<file path="src/rtl/present_pkg.sv">
// rtl/present_pkg.sv - PRESENT-80 constants, FSM encoding and round-layer helper functions
package present_pkg;

    localparam int ROUNDS_MAX = 31;

    // Nibble x of the S-box is held in bits [4x+3:4x].
    localparam logic [63:0] SBOX = 64'h21748FE3DA09B65C;

    typedef enum logic [1:0] {
        ST_IDLE  = 2'd0,
        ST_ROUND = 2'd1,
        ST_FINAL = 2'd2,
        ST_DONE  = 2'd3
    } state_e;

    function automatic logic [3:0] sbox4(input logic [3:0] x);
        return SBOX[{x, 2'b00} +: 4];
    endfunction

    function automatic logic [63:0] sbox_layer(input logic [63:0] s);
        logic [63:0] r;
        r = '0;
        for (int j = 0; j < 16; j++) begin
            r[6'(4*j) +: 4] = sbox4(s[6'(4*j) +: 4]);
        end
        return r;
    endfunction

    function automatic logic [63:0] p_layer(input logic [63:0] s);
        logic [63:0] r;
        r     = '0;
        r[63] = s[63];
        for (int i = 0; i < 63; i++) begin
            r[6'((16*i) % 63)] = s[6'(i)];
        end
        return r;
    endfunction

endpackage

</file>
<file path="src/rtl/present_key_update.sv">
// rtl/present_key_update.sv - PRESENT-80 key schedule step: rotate, S-box top nibble, XOR round counter
module present_key_update
    import present_pkg::*;
(
    input  logic [79:0] key_i,
    input  logic [4:0]  rc_i,
    output logic [79:0] key_o
);

    logic [79:0] rot;

    // Rotate left by 61 is the same as rotate right by 19.
    assign rot   = {key_i[18:0], key_i[79:19]};
    assign key_o = {sbox4(rot[79:76]), rot[75:20], rot[19:15] ^ rc_i, rot[14:0]};

endmodule

</file>
<file path="src/rtl/present_enc_sequencer.sv">
// rtl/present_enc_sequencer.sv - iterative PRESENT-80 encryption sequencer, one round per clock
// Optional ROUNDKEY_TAP_EN exposes the per-round key on rk_valid/rk_out.
module present_enc_sequencer
    import present_pkg::*;
#(
    parameter int ROUNDS = 31,
    parameter int CNT_W  = 5
) (
    input  logic        clock,
    input  logic        reset,
    input  logic        in_valid,
    output logic        in_ready,
    input  logic [79:0] key,
    input  logic [63:0] plaintext,
    output logic        out_valid,
    input  logic        out_ready,
    output logic [63:0] ciphertext,
    output logic        busy
`ifdef ROUNDKEY_TAP_EN
    ,
    output logic        rk_valid,
    output logic [63:0] rk_out
`endif
);

    localparam int RC_LIMIT = (ROUNDS > ROUNDS_MAX) ? ROUNDS_MAX : ROUNDS;

    state_e             fsm_q;
    logic [63:0]        blk_q;
    logic [79:0]        key_q;
    logic [CNT_W-1:0]   rc_q;
    logic               out_valid_q;
    logic [63:0]        ct_q;

    logic [63:0]        blk_d;
    logic [79:0]        key_d;
    logic [4:0]         rc5;

    assign rc5   = 5'(rc_q);
    assign blk_d = p_layer(sbox_layer(blk_q ^ key_q[79:16]));

    present_key_update u_key_update (
        .key_i (key_q),
        .rc_i  (rc5),
        .key_o (key_d)
    );

    always_ff @(posedge clock or posedge reset) begin
        if (reset) begin
            fsm_q       <= ST_IDLE;
            blk_q       <= '0;
            key_q       <= '0;
            rc_q        <= CNT_W'(1);
            out_valid_q <= 1'b0;
            ct_q        <= '0;
        end else begin
            case (fsm_q)
                ST_IDLE: begin
                    if (in_valid) begin
                        blk_q <= plaintext;
                        key_q <= key;
                        rc_q  <= CNT_W'(1);
                        fsm_q <= ST_ROUND;
                    end
                end
                ST_ROUND: begin
                    blk_q <= blk_d;
                    key_q <= key_d;
                    rc_q  <= rc_q + CNT_W'(1);
                    if (rc_q == CNT_W'(RC_LIMIT)) begin
                        fsm_q <= ST_FINAL;
                    end
                end
                ST_FINAL: begin
                    ct_q        <= blk_q ^ key_q[79:16];
                    out_valid_q <= 1'b1;
                    fsm_q       <= ST_DONE;
                end
                ST_DONE: begin
                    // Consuming the result never overlaps an accept: IDLE is entered next cycle.
                    if (out_ready) begin
                        out_valid_q <= 1'b0;
                        fsm_q       <= ST_IDLE;
                    end
                end
                default: fsm_q <= ST_IDLE;
            endcase
        end
    end

    assign in_ready   = (fsm_q == ST_IDLE);
    assign busy       = (fsm_q == ST_ROUND) || (fsm_q == ST_FINAL);
    assign out_valid  = out_valid_q;
    assign ciphertext = ct_q;

`ifdef ROUNDKEY_TAP_EN
    assign rk_valid = busy;
    assign rk_out   = busy ? key_q[79:16] : 64'd0;
`endif

endmodule

</file>
<file path="config.mk">
export PLATFORM = sky130hd
export DESIGN_NAME = present_enc_sequencer
export DESIGN_NICKNAME = d
export VERILOG_FILES = /design/src/rtl/present_pkg.sv /design/src/rtl/present_key_update.sv /design/src/rtl/present_enc_sequencer.sv
export SDC_FILE = /design/constraint.sdc
export NUM_CORES = 1
export LEC_CHECK = 0
export CAP_MARGIN = 20
export CORE_ASPECT_RATIO = 1.4
export CORE_MARGIN = 5
export CORE_UTILIZATION = 45
export DETAILED_ROUTE_END_ITERATION = 16
export PLACE_DENSITY = 0.72
export SLEW_MARGIN = 20
export SYNTH_ARGS = -nofsm -noshare
export SYNTH_HDL_FRONTEND = slang
export SYNTH_SLANG_ARGS = --single-unit
</file>
<file path="constraint.sdc">
create_clock -name clock -period 11.64 [get_ports clock]
set_clock_uncertainty 0.05 [all_clocks]
set_input_delay 1.164 -clock clock [delete_from_list [all_inputs] [get_ports clock]]
set_output_delay 1.164 -clock clock [all_outputs]
set_load 0.01 [all_outputs]
</file>
# --- Yosys cells after proc, flatten, opt, wreduce, memory -nomap -nowiden ---
# Cells that the tools add are included.
word_totals:
  register_bits: 216
  output_inout_bits: 67
  wordCells: 44
  in_bits: 148
classes:
  addsub: 1
  reduce_logical: 7
  bitwise: 2
  eq_ne: 7
  mux: 12
  shift: 9
ops:
  columns: ["cell", "n"]
  rows:
  - ["variable part select 64 x 7 -> 2 bit (first input constant)", 8]
  - ["case mux 80 bit (2 select lines)", 1]
  - ["case mux 64 bit (2 select lines)", 1]
  - ["two-way mux 80 bit", 1]
  - ["two-way mux 64 bit", 1]
  - ["variable part select 64 x 7 -> 4 bit (first input constant)", 1]
  - ["XOR 64 bit", 1]
  - ["case mux 5 bit (2 select lines)", 1]
  - ["case mux 2 bit (4 select lines)", 1]
  - ["two-way mux 2 bit", 3]
  - ["inequality test 2 bit (second input constant)", 3]
  - ["adder 5 x 1 -> 5 bit (second input constant)", 1]
  - ["== test 5 bit (second input constant)", 1]
  - ["two-way mux 5 bit", 1]
  - ["XOR 5 bit", 1]
  - ["== test 2 bit (second input constant)", 2]
  - ["AND reduction 2 bit", 2]
  - ["nonzero test 2 bit", 2]
  - ["AND reduction 3 bit", 1]
  - ["== test 2 x 1 -> 1 bit (second input constant)", 1]
  - ["logical NOT 2 bit", 1]
  - ["case mux 1 bit (2 select lines)", 1]
  - ["logical OR 1 bit", 1]
  - ["two-way mux 1 bit", 1]

# --- Longest topological paths before layout ---
logic_depth:
  word_depth: 3
  ltp_mapped: 8
  depth_no_buf: 7

# --- Hierarchy ---
# From an unflattened synthesis, not the netlist that was laid out.
unflattened:
  cells_unflattened: 1015
  hier_area_um2: 10779.1
by_module_without_submodules:
  columns: ["module", "seq_area_each_um2", "instances", "area_each_um2", "cells_each"]
  rows:
  - ["present_enc_sequencer", 5406.4, 1, 10017.1, 921]
  - ["present_key_update", 0.0, 1, 762.0, 94]

# --- Least setup slack after synthesis ---
# Ideal clock, no wire load.
synth_path:
  path_type: "input port to flip-flop"
  from: "in in_valid"
  to: "reg key_q[25]"
  path_stages: 5
  n_path_buf: 2
  slack_ns: 9.503
  t_arrival_ns: 1.967
  setup_ns: 0.120
  t_required_ns: 11.470
  cell_sequence: "mux2_2 buf_4 buf_2 o22ai_1 nor2_1"
synth_via:
  elab_chain_len: 2
synth_lines:
  columns: ["element", "line_no", "source"]
  rows:
  - ["start, declared", "present_enc_sequencer.sv:11", "input logic in_valid,"]
  - ["inequality test 2 bit (no source line)", null, null]
  - ["AND reduction 2 bit (no source line)", null, null]
  - ["end signal, assigned", "present_enc_sequencer.sv:61", "key_q <= key;"]
  - ["end signal, assigned", "present_enc_sequencer.sv:68", "key_q <= key_d;"]
  - ["end, declared", "present_enc_sequencer.sv:30", "logic [79:0] key_q;"]
# No other way between the ends.
# A chain may end at the register's enable or synchronous reset.

# --- Worst setup path in the final report ---
layout_path:
  from: "reg fsm_q[0]"
  to: "out in_ready"
layout_via:
  elab_chain_len: 1
layout_lines:
  columns: ["element", "line_no", "source"]
  rows:
  - ["start, declared", "present_enc_sequencer.sv:28", "state_e fsm_q;"]
  - ["start signal, assigned", "present_enc_sequencer.sv:50", "fsm_q <= ST_IDLE;"]
  - ["start signal, assigned", "present_enc_sequencer.sv:63", "fsm_q <= ST_ROUND;"]
  - ["start signal, assigned", "present_enc_sequencer.sv:71", "fsm_q <= ST_FINAL;"]
  - ["logical NOT 2 bit", "present_enc_sequencer.sv:91", "assign in_ready = (fsm_q == ST_IDLE);"]
  - ["end, declared", "present_enc_sequencer.sv:12", "output logic in_ready,"]
# No other way between the ends.

==> metrics.csv <==
stage,metric,value,unit
clock_network,cts_root_buffer,clkbuf_16,
clock_network,cts-buffers-inserted,21,
sta,setup_slack,8380,ps
sta,setup_viol,0,
synth,avgSynthCellArea,10.4,um^2
power_and_ir_drop,switching_power,1.50,mW
clock_network,clockBufferDepth,3,
synth,syn-instance-count,937,
drt,drcViolationCount,0,
place,io_buffers,214,
synth,syn_nets,1106,
drt,routed_via_density,5.62,
synth,synth-seq-cells,216,
place,dp.final_hpwl,21.3,mm
clock_network,cts_tree,built,
global_routing,grt_max_degree,99,
sta,fin_crit,3260,ps
synth,ys_seq_area_share,55.4,%
status,outcome,completed,
sta,clock.fmax,307,MHz
global_routing,grt_pass1_wl,45.3,mm
die,io_pins,215,
drt,routed_wl,29.9,mm
cells_and_area,drive_above_1_share,5.90,%
synth,yosysWarningCount,0,
die,die-height,184,um
worst_setup_path,cp-start-kind,flop,
clock_network,post_cts_resized,0,
sta,fin_crit_sh,28.0,%
die,die-area,0.0248,mm^2
global_routing,grt_overflow,0,
worst_setup_path,path_class,reg2out,
synth,synth_area_leaders,"dfrtp_1, nor2_1, xnor2_1",
die,initial_core_util,45.9,%
worst_setup_path,critPathSlowestCell,clkdlybuf4s50_1,
worst_setup_path,cpPeakStageDelay,620,ps
cells_and_area,fin_nets,1292,
power_and_ir_drop,ir_drop,200,uV
worst_hold_path,worstHoldPathCells,2,
drt,dr.pass1.iters,6,
synth,synthDistinctLibCells,47,
power_and_ir_drop,seq_power_share,35.7,%
cells_and_area,syn_to_final_growth,31.1,%
drt,antenna_left,0,
clock_network,hold_buffers,0,
worst_setup_path,crit_path_end_kind,primary output,
global_routing,antenna_found_initial,5,
synth,netlist.area_leader.share,55.1,%
sta,rsz0062_at_grt,no,
power_and_ir_drop,powerDensity,301,mW/mm^2
worst_setup_path,crit_fanout,7,
drt,wl_per_cell,21.4,um
sta,worst_slew_pin_slew,1030,ps
sta,slew_headroom,31.3,%
worst_setup_path,rr_worst_depth,7,
drt,dr.first_iter.drc_count,620,
job,drv_cap,0,
worst_hold_path,hp-class,reg2reg,
sta,slew_violations,0,
place,dp_cells,1360,
cells_and_area,final_common_cell,nor2_1,
power_and_ir_drop,power,3.85,mW
cells_and_area,multi_input_area,0.00401,mm^2
die,rows,63,
clock_network,h-tree-depth,1,
synth,synth-edff-count,0,
worst_setup_path,regToRegSetupSlack,8810,ps
clock_network,insertion_delay,510,ps
power_and_ir_drop,p_comb_share,44.6,%
die,core_area,0.0213,mm^2
global_routing,grt_pass1_vias,8045,
clock_network,cts_setup_buffers,0,
synth,ys.flop_type,dfrtp_1,
synth,netlist_area,0.00977,mm^2
synth,yosysTopAreaCell,dfrtp_1,
place,dp_slack,8140,ps
clock_network,clk_pin_slew,70,ps
drt,vias,7864,
worst_setup_path,cp_cell_sequence,inv_1 -> ha_1 -> clkdlybuf4s50_1,
cells_and_area,fillers,1821,
power_and_ir_drop,p_int,2.35,mW
place,gp_congestion,0.848,
power_and_ir_drop,sw_frac_of_total,38.9,%
synth,async_flop_share,100,%
clock_network,clock_sinks,216,
die,die_w,135,um
worst_setup_path,cp.arrival,2050,ps
sta,final_hold_viol_count,0,
sta,whs,436,ps
global_routing,grt_util_all_layers,23.6,%
sta,finalSetupTns,0,ps
power_and_ir_drop,clockPowerShare,19.7,%
cells_and_area,layout_common_cells,"nor2_1, dfrtp_1, clkdlybuf4s50_1",
cells_and_area,fin_cells,1399,
cells_and_area,seq_area,0.00541,mm^2
power_and_ir_drop,power_leakage,5.22,nW
worst_setup_path,crit_required,10430,ps
per-layer routing:
metal  routed length (um)  GRT usage (%)  vias up
met5                   11              0        -
met4                 1080           8.80        2
met3                 1680           3.90       53
met2                15300           41.2      258
met1                11800           29.5     3914
li1                     -              -     3637
power groups by stage:
| stage | Combinational, mW | Sequential [mW] | Clock [mW] |
|---|---|---|---|
| floorplan | 1.17 | 1.32 | 0 |
| global placement | 1.66 | 1.38 | 0 |
| detailed placement | 1.72 | 1.39 | 0 |
| CTS | 1.73 | 1.38 | 0.768 |
| global route | 1.90 | 1.41 | 0.797 |
| finish | 1.72 | 1.38 | 0.758 |
synthesized netlist by cell type (all sizes together), types with 4 or more instances:
cell	number
a31oi	4
clkbuf	22
nor2	224
xor2	14
nand2	18
mux2	16
a21oi	68
buf	37
mux2i	5
dfrtp	215
mux4	4
inv	24
ha	21
a22o	51
o21ai	23
xnor2	67
o211ai	5
o22ai	81
path summary, 6_finish.rpt:
| kind | from | end |
|---|---|---|
| worst max register to register | fsm_q[0] | blk_q[7] |
| worst max-delay path | fsm_q[0] | in_ready |
| min in group asynchronous | reset | ciphertext[62] |
| max in group asynchronous | reset | blk_q[3] |
| worst min-delay path | key_q[12] | key_q[73] |
| worst min register to register | key_q[12] | key_q[73] |
critical path, delay by kind of cell (launching register included):
family	cells	cell delay (ps)
DFF	1	400
adders and majority gates	1	380
buffers and inverters	2	770
sequential cells by signal, indices dropped and copies added, names as in the netlist:
signal and cells:
fsm_q 2, ciphertext 64, key_q 80, out_valid 1, rc5 5, blk_q 64
metrics by stage:
| stage | utilization [%] | cell area, um^2 |
|---|---|---|
| after floorplan | - | 9770 |
| final | 60.1 | 12800 |
| after global routing | 60.1 | 12800 |
| after detailed placement | 56.6 | 12000 |
| after global placement | 56.6 | 12000 |
| after CTS | 60.1 | 12800 |
logic make-up after synthesis:
group | count (synthesis) | synth area share [%]
AOI/OAI and AO/OA | 256 | 17.2
buffers and inverters | 84 | 3.98
adders and majority gates | 21 | 2.69
xor gates and xnor gates | 81 | 7.42
DFF | 216 | 55.4
muxes | 25 | 3.32
and+or+nand+nor | 254 | 10.1
final cells by class:
| type | count | area share [%] |
|---|---|---|
| Tap cell | 260 | 2.54 |
| Sequential cell | 216 | 42.2 |
| Clock buffer | 26 | 4.25 |
| Timing Repair Buffer | 222 | 17.2 |
| Multi-Input combinational cell | 637 | 31.3 |
| Clock inverter | 9 | 1.58 |
| Antenna cell | 4 | 0.0782 |
| Inverter | 25 | 0.792 |
Note: power is estimated with default switching activity, not from simulation.
